## config.mk

```make
export PLATFORM = sky130hd
export DESIGN_NAME = ram_port_arbiter
export DESIGN_NICKNAME = d
export VERILOG_FILES = /design/src/rtl/ram_port_arbiter.sv
export SDC_FILE = /design/constraint.sdc
export NUM_CORES = 1
export LEC_CHECK = 0
export CORE_MARGIN = 5
export CORE_UTILIZATION = 40
export CTS_BUF_LIST = sky130_fd_sc_hd__clkbuf_8
export DETAILED_ROUTE_END_ITERATION = 10
export PLACE_DENSITY = 0.73
export SLEW_MARGIN = 20
export SYNTH_ARGS = -nofsm -noshare
export SYNTH_HDL_FRONTEND = slang
export SYNTH_SLANG_ARGS = --single-unit
```

## constraint.sdc

```tcl
create_clock -name clk -period 1.4 [get_ports clk]
set_input_delay 0.14 -clock clk [delete_from_list [all_inputs] [get_ports clk]]
set_output_delay 0.14 -clock clk [all_outputs]
set_load 0.01 [all_outputs]
```

## src/rtl/ram_port_arbiter.sv

```systemverilog
// -----------------------------------------------------------------------------
// ram_port_arbiter
//
// Shares the single program/data RAM between the CPU datapath and an external
// program loader. The CPU normally owns the RAM, and its strobes pass straight
// through to the macro. The loader asks for ownership with a level request.
// It gets an exclusive grant once the CPU is idle and its dwell time has run
// out. The grant ends after MAX_BURST strobes or when the request drops. A
// one-cycle RETURN state then lets the last ack drain before the CPU takes the
// RAM back for at least MIN_CPU_CYCLES unstalled cycles.
//
// Ports
//   clk, rst_n            clock (rising edge), async active-low reset
//   cpu_ce_n/we_n         CPU RAM enable / write strobes (active-low)
//   cpu_addr/cpu_wdata    CPU address (from MAR) and write data
//   cpu_stall             CPU must hold its stage while high
//   cpu_drop              sticky flag: CPU strobed while it did not own the RAM
//   ldr_req               loader ownership request (level)
//   ldr_stb/we/addr/wdata loader access, one access per cycle while ldr_stb=1
//   ldr_gnt               loader owns the RAM
//   ldr_ack/ldr_rdata     one-cycle completion pulse and the captured read data
//   ram_*                 RAM macro interface; ram_rdata is combinational
// -----------------------------------------------------------------------------
module ram_port_arbiter #(
  parameter int ADDR_W         = 4,
  parameter int DATA_W         = 8,
  parameter int MAX_BURST      = 8,
  parameter int MIN_CPU_CYCLES = 6
) (
  input  logic              clk,
  input  logic              rst_n,
  // CPU side
  input  logic              cpu_ce_n,
  input  logic              cpu_we_n,
  input  logic [ADDR_W-1:0] cpu_addr,
  input  logic [DATA_W-1:0] cpu_wdata,
  output logic              cpu_stall,
  output logic              cpu_drop,
  // Loader side
  input  logic              ldr_req,
  input  logic              ldr_stb,
  input  logic              ldr_we,
  input  logic [ADDR_W-1:0] ldr_addr,
  input  logic [DATA_W-1:0] ldr_wdata,
  output logic              ldr_gnt,
  output logic              ldr_ack,
  output logic [DATA_W-1:0] ldr_rdata,
  // RAM macro
  output logic              ram_ce_n,
  output logic              ram_we_n,
  output logic [ADDR_W-1:0] ram_addr,
  output logic [DATA_W-1:0] ram_wdata,
  input  logic [DATA_W-1:0] ram_rdata
);

  localparam int DWELL_W = $clog2(MIN_CPU_CYCLES + 1);
  localparam int BURST_W = $clog2(MAX_BURST + 1);
  localparam logic [DWELL_W-1:0] DWELL_INIT = DWELL_W'(MIN_CPU_CYCLES);
  localparam logic [BURST_W-1:0] BURST_LAST = BURST_W'(MAX_BURST);

  typedef enum logic [1:0] {
    CPU_OWN = 2'd0,
    LDR_OWN = 2'd1,
    RETURN  = 2'd2
  } state_e;

  state_e              state_q;
  logic [DWELL_W-1:0]  dwell_q;
  logic [BURST_W-1:0]  burst_q;
  logic [BURST_W-1:0]  burst_d;
  logic                ldr_gnt_q;
  logic                ldr_ack_q;
  logic [DATA_W-1:0]   ldr_rdata_q;
  logic                cpu_drop_q;
  logic [ADDR_W-1:0]   last_addr_q;
  logic [DATA_W-1:0]   last_wdata_q;

  logic cpu_strobe;
  logic dwell_zero;
  logic burst_done;
  logic stall_raw;

  assign cpu_strobe = ~cpu_ce_n | ~cpu_we_n;
  assign dwell_zero = (dwell_q == '0);
  assign burst_d    = burst_q + BURST_W'(1);
  // The strobe being served right now is the last one this grant allows.
  assign burst_done = (burst_d == BURST_LAST);

  // RAM steering and stall. The CPU path is a pure pass-through so CPU timing
  // through the arbiter is unchanged; loader accesses are likewise
  // combinational, with the response registered one cycle later.
  always_comb begin
    // NOTE: every output gets a default first so no path through the case
    // leaves a value unassigned, which would otherwise infer a latch.
    ram_ce_n  = 1'b1;
    ram_we_n  = 1'b1;
    ram_addr  = last_addr_q;
    ram_wdata = last_wdata_q;
    stall_raw = 1'b1;
    unique case (state_q)
      CPU_OWN: begin
        ram_ce_n  = cpu_ce_n;
        ram_we_n  = cpu_we_n;
        ram_addr  = cpu_addr;
        ram_wdata = cpu_wdata;
        // Freeze the sequencer as soon as a handover is due, so it stops
        // issuing strobes and the idle cycle needed for the grant appears.
        stall_raw = ldr_req & dwell_zero;
      end
      LDR_OWN: begin
        if (ldr_stb) begin
          ram_ce_n  = 1'b0;
          ram_we_n  = ~ldr_we;
          ram_addr  = ldr_addr;
          ram_wdata = ldr_wdata;
        end
      end
      default: ;
    endcase
  end

  // Reset releases the CPU at once, even when a loader request is still up.
  assign cpu_stall = rst_n & stall_raw;

  // Single-process FSM with registered handshake outputs.
  always_ff @(posedge clk or negedge rst_n) begin
    if (!rst_n) begin
      state_q      <= CPU_OWN;
      dwell_q      <= '0;
      burst_q      <= '0;
      ldr_gnt_q    <= 1'b0;
      ldr_ack_q    <= 1'b0;
      ldr_rdata_q  <= '0;
      cpu_drop_q   <= 1'b0;
      last_addr_q  <= '0;
      last_wdata_q <= '0;
    end else begin
      // NOTE: all state here uses non-blocking assignments so every register
      // samples the pre-edge values, independent of statement order.
      ldr_ack_q <= 1'b0;

      // A CPU strobe outside CPU_OWN never reaches the RAM; remember it.
      if (state_q != CPU_OWN && cpu_strobe) begin
        cpu_drop_q <= 1'b1;
      end

      unique case (state_q)
        CPU_OWN: begin
          // Hand over only on an idle CPU cycle; a CPU access is never cut.
          if (ldr_req && dwell_zero && !cpu_strobe) begin
            state_q   <= LDR_OWN;
            ldr_gnt_q <= 1'b1;
            burst_q   <= '0;
          end else if (!dwell_zero) begin
            dwell_q <= dwell_q - DWELL_W'(1);
          end
        end

        LDR_OWN: begin
          if (ldr_stb) begin
            ldr_ack_q    <= 1'b1;
            ldr_rdata_q  <= ram_rdata;
            burst_q      <= burst_d;
            last_addr_q  <= ldr_addr;
            last_wdata_q <= ldr_wdata;
          end
          // A strobe in the same cycle as the release is still served above.
          if (!ldr_req || (ldr_stb && burst_done)) begin
            state_q   <= RETURN;
            ldr_gnt_q <= 1'b0;
          end
        end

        RETURN: begin
          state_q <= CPU_OWN;
          dwell_q <= DWELL_INIT;
        end

        default: state_q <= CPU_OWN;
      endcase
    end
  end

  assign ldr_gnt   = ldr_gnt_q;
  assign ldr_ack   = ldr_ack_q;
  assign ldr_rdata = ldr_rdata_q;
  assign cpu_drop  = cpu_drop_q;

endmodule

```

==> results.sh <==
export IMPL_synth_area_um2=1760
export IMPL_die_area_um2=5820
export IMPL_port_buffers=64
export IMPL_slowest_delay_ns=0.45
export IMPL_rrSetupSlack_ns=-0.07
export IMPL_cpLargestDelayFamily="flip-flops"
export IMPL_synth_adder_area_share_pct=2.85
export IMPL_timing_final_hold_violations=0
export IMPL_yosysWarnings=0
export IMPL_maxSlewViolCount=0
export IMPL_postCtsHoldBufs=0
export IMPL_diodes=0
export IMPL_vias=1628
export IMPL_status="complete, but fails checks"
export IMPL_postLayoutCoreUtil_pct=68.9
export IMPL_worstSetupStartpoint="state_q[0]"
export IMPL_muxShareOfSynthArea_pct=17.5
export IMPL_drtIter0Drc=62
export IMPL_hpwl_um=3290
export IMPL_synth_seq_cells=32
export IMPL_drive_gt1_share_pct=45.6
export IMPL_synthToLayoutAreaGrowth_pct=68.4
export IMPL_synth_top_family_by_area="multiplexers"
export IMPL_cp_num_cells=5
export IMPL_routed_wl_um=5170
export IMPL_r2r_end="last_wdata_q[4]"
export IMPL_worstSetupPathType="reg2out"
export IMPL_core_region_area_um2=4290
export IMPL_cts_tree="built"
export IMPL_gr_total_overflow=0
export IMPL_r2r_start="state_q[1]"
export IMPL_worst_ep_required_time_ns=1.26
export IMPL_wl_per_cell_um=16.4
export IMPL_arrival_ns=1.45
export IMPL_synth_cells=157
export IMPL_dp_slack_ns=-0.530
export IMPL_place_gp_congestion=0.807
export IMPL_rsz0062_at_grt="yes"
export IMPL_cts_root_buf="clkbuf_8"
export IMPL_grt_antenna_before_repair=0
export IMPL_slew_limit_headroom_pct=72.6
export IMPL_endpoint="ram_addr[1]"
export IMPL_vias_per_cell=5.17
export IMPL_path_clk_slew_ns=0.07
export IMPL_synth_avg_cell_area_um2=11.2
export IMPL_skew_ns=0.00757
export IMPL_fmaxAchievable_mhz=628
export IMPL_die_h_um=76.3
export IMPL_synth_simple_area_share_pct=9.69
export IMPL_start_util_pct=40.9
export IMPL_cts_buffers=5
export IMPL_placed_cells=298
export IMPL_crit_chain="a21oi_4, buf_6, nor2_2, a21oi_1, buf_2"
export IMPL_post_route_period_util_pct=114
export IMPL_finish_net_count=305
export IMPL_dr_pass1_iters=4
export IMPL_cellLeakagePower_nw=1.29
export IMPL_critical_path_buf_inv_count=2
export IMPL_tightest_slew_ns=0.412
export IMPL_synth_compound_area_share_pct=16.8
export IMPL_grt_max_degree=33
export IMPL_max_cap_violations=0
export IMPL_die_x_um=76.3
export IMPL_crit_path_end_kind="output pin"
export IMPL_worst_path_max_delay_cell="dfrtp_2"
export IMPL_fin_crit_ns=1.59
export IMPL_clockBufferDepth=2
export IMPL_antenna_left=0
export IMPL_cp_max_fo=5
export IMPL_synth_cell_types=34
export IMPL_synth_net_count=200
export IMPL_worstSetupStartpointType="register"
export IMPL_route_detailed_drc=0
export IMPL_grt_use_total_pct=16.5
export IMPL_timing_final_ws_setup_ns=-0.193
export IMPL_hp_class="in2async"
export IMPL_yosysSeqAreaShare_pct=45.6
export IMPL_setup_violations_final=37
export IMPL_cts_sinks=32
export IMPL_grt_pass1_wl_um=7770
export IMPL_synth_xor_area_share_pct=0.997
export IMPL_final_cells=315
export IMPL_h_tree_depth=2
export IMPL_clk_latency_ns=0.29
export IMPL_grt_pass1_vias=1585
export IMPL_vdd_drop_max_v=0.00110
export IMPL_pin_count=65
export IMPL_failed_checks="setup timing"
export IMPL_rows=24
export IMPL_power_density_nw_per_um2=2010
export IMPL_rr_worst_depth=5
layer usage:
layer / track usage [%] / up-vias / share of wire [%]
met1: 21.3 / 779 / 43
met2: 25.2 / 55 / 48
li1: - / 782 / -
met4: 6.12 / 0 / 2.2
met3: 6.03 / 12 / 6.6
met5: 0 / - / 0
worst min path at each step:
stage / from / endpoint / slack (ns) / cells after the start
finish: rst_n / ldr_rdata[5] / 0.30 / 2
global route: rst_n / ldr_rdata[2] / 0.34 / 2
CTS: rst_n / ldr_rdata[2] / 0.31 / 2
detailed placement: cpu_drop / cpu_drop / 0.45 / 1
global placement: cpu_drop / cpu_drop / 0.45 / 1
floorplan: rst_n / burst_q[0] / -0.16 / 0
cell families after synthesis:
group / after synthesis
AO/OA/AOI/OAI: 48
AND/OR/NAND/NOR: 33
flip-flops: 32
multiplexers: 21
buffers and inverters: 17
adder cells (fa/ha/maj): 4
XOR/XNOR: 2
report_power, final:
part           leakage, nW  total (mW)  internal [mW]  switching (mW)
Sequential           0.388        1.63           1.35           0.279
Combinational        0.849        3.41           1.94            1.47
Clock               0.0541       0.897          0.526           0.370
registers in the layout, summed over array words and instances (netlist names):
register / cells
ldr_gnt: 1
cpu_drop: 1
ldr_rdata: 8
ldr_ack: 1
burst_q: 4
last_wdata_q: 8
dwell_q: 3
last_addr_q: 4
state_q: 2
repair_timing:
action,4_1_cts,5_1_grt
gates cloned,1,1
endpoints found under the setup margin,25,44
buffers inserted,4,4
pin swaps,17,8
gates resized for setup,88,22
Yosys cell counts:
cell | number | area share [%]
nand2_1 | 4 | 0.85
a22o_1 | 3 | 1.5
nand2_4 | 1 | 0.64
nand4_1 | 1 | 0.36
mux2_2 | 1 | 0.64
buf_4 | 2 | 0.85
a22oi_1 | 1 | 0.43
mux2i_1 | 1 | 0.57
nor3_1 | 4 | 1.1
xnor2_1 | 1 | 0.50
inv_1 | 6 | 1.3
o21ai_0 | 6 | 1.7
xor2_1 | 1 | 0.50
buf_6 | 1 | 0.64
and3_1 | 1 | 0.36
nor2_1 | 15 | 3.2
o2bb2ai_1 | 3 | 1.5
buf_12 | 2 | 2.3
ha_1 | 4 | 2.8
nor2b_1 | 1 | 0.36
a21oi_1 | 18 | 5.1
a21oi_4 | 1 | 0.93
mux2_4 | 19 | 16
a31oi_1 | 2 | 0.71
dfrtp_1 | 32 | 46
nand2b_1 | 1 | 0.36
clkinv_1 | 1 | 0.21
nor2_8 | 1 | 1.1
inv_2 | 1 | 0.21
buf_2 | 4 | 1.1
o22ai_1 | 13 | 4.6
nand3b_1 | 1 | 0.43
o21ai_1 | 1 | 0.28
nand3_1 | 3 | 0.85
layout make-up:
cell class / instances / area (um^2)
repair buffers: 106 / 948
clock inverters: 3 / 42.5
well taps: 52 / 65.1
flip-flops and latches: 32 / 803
fillers: 318 / 1340
clock buffers: 5 / 68.8
multi-input cells: 109 / 1000
inverters: 8 / 30.0
layout by cell type (no fill, tap or decap), types with 3 or more instances in the layout:
cell	n
a21oi_2	6
nor2_1	9
buf_2	15
inv_2	3
buf_6	5
nor2_2	5
clkbuf_8	5
o21ai_0	3
o22ai_2	3
o21ai_2	3
mux2_4	20
nor3_1	3
inv_1	4
a22o_1	3
o22ai_1	9
clkdlybuf4s50_1	48
nand2_1	3
nand3_1	3
dfrtp_1	30
buf_4	33
a21oi_1	12
per-stage QoR:
stage               total power [mW]  setup TNS, ns  hold WS [ns]  cell area [um^2]
finish                          5.94          -3.01         0.295              2960
global route                    6.33          -5.06         0.343              2960
CTS                             5.68          -1.29         0.310              2840
detailed placement              4.66         -13.29         0.455              2660
global placement                4.59         -12.63         0.455              2660
floorplan                       3.29              0        -0.156              1760
No activity file was read; power rests on OpenSTA's default activity.
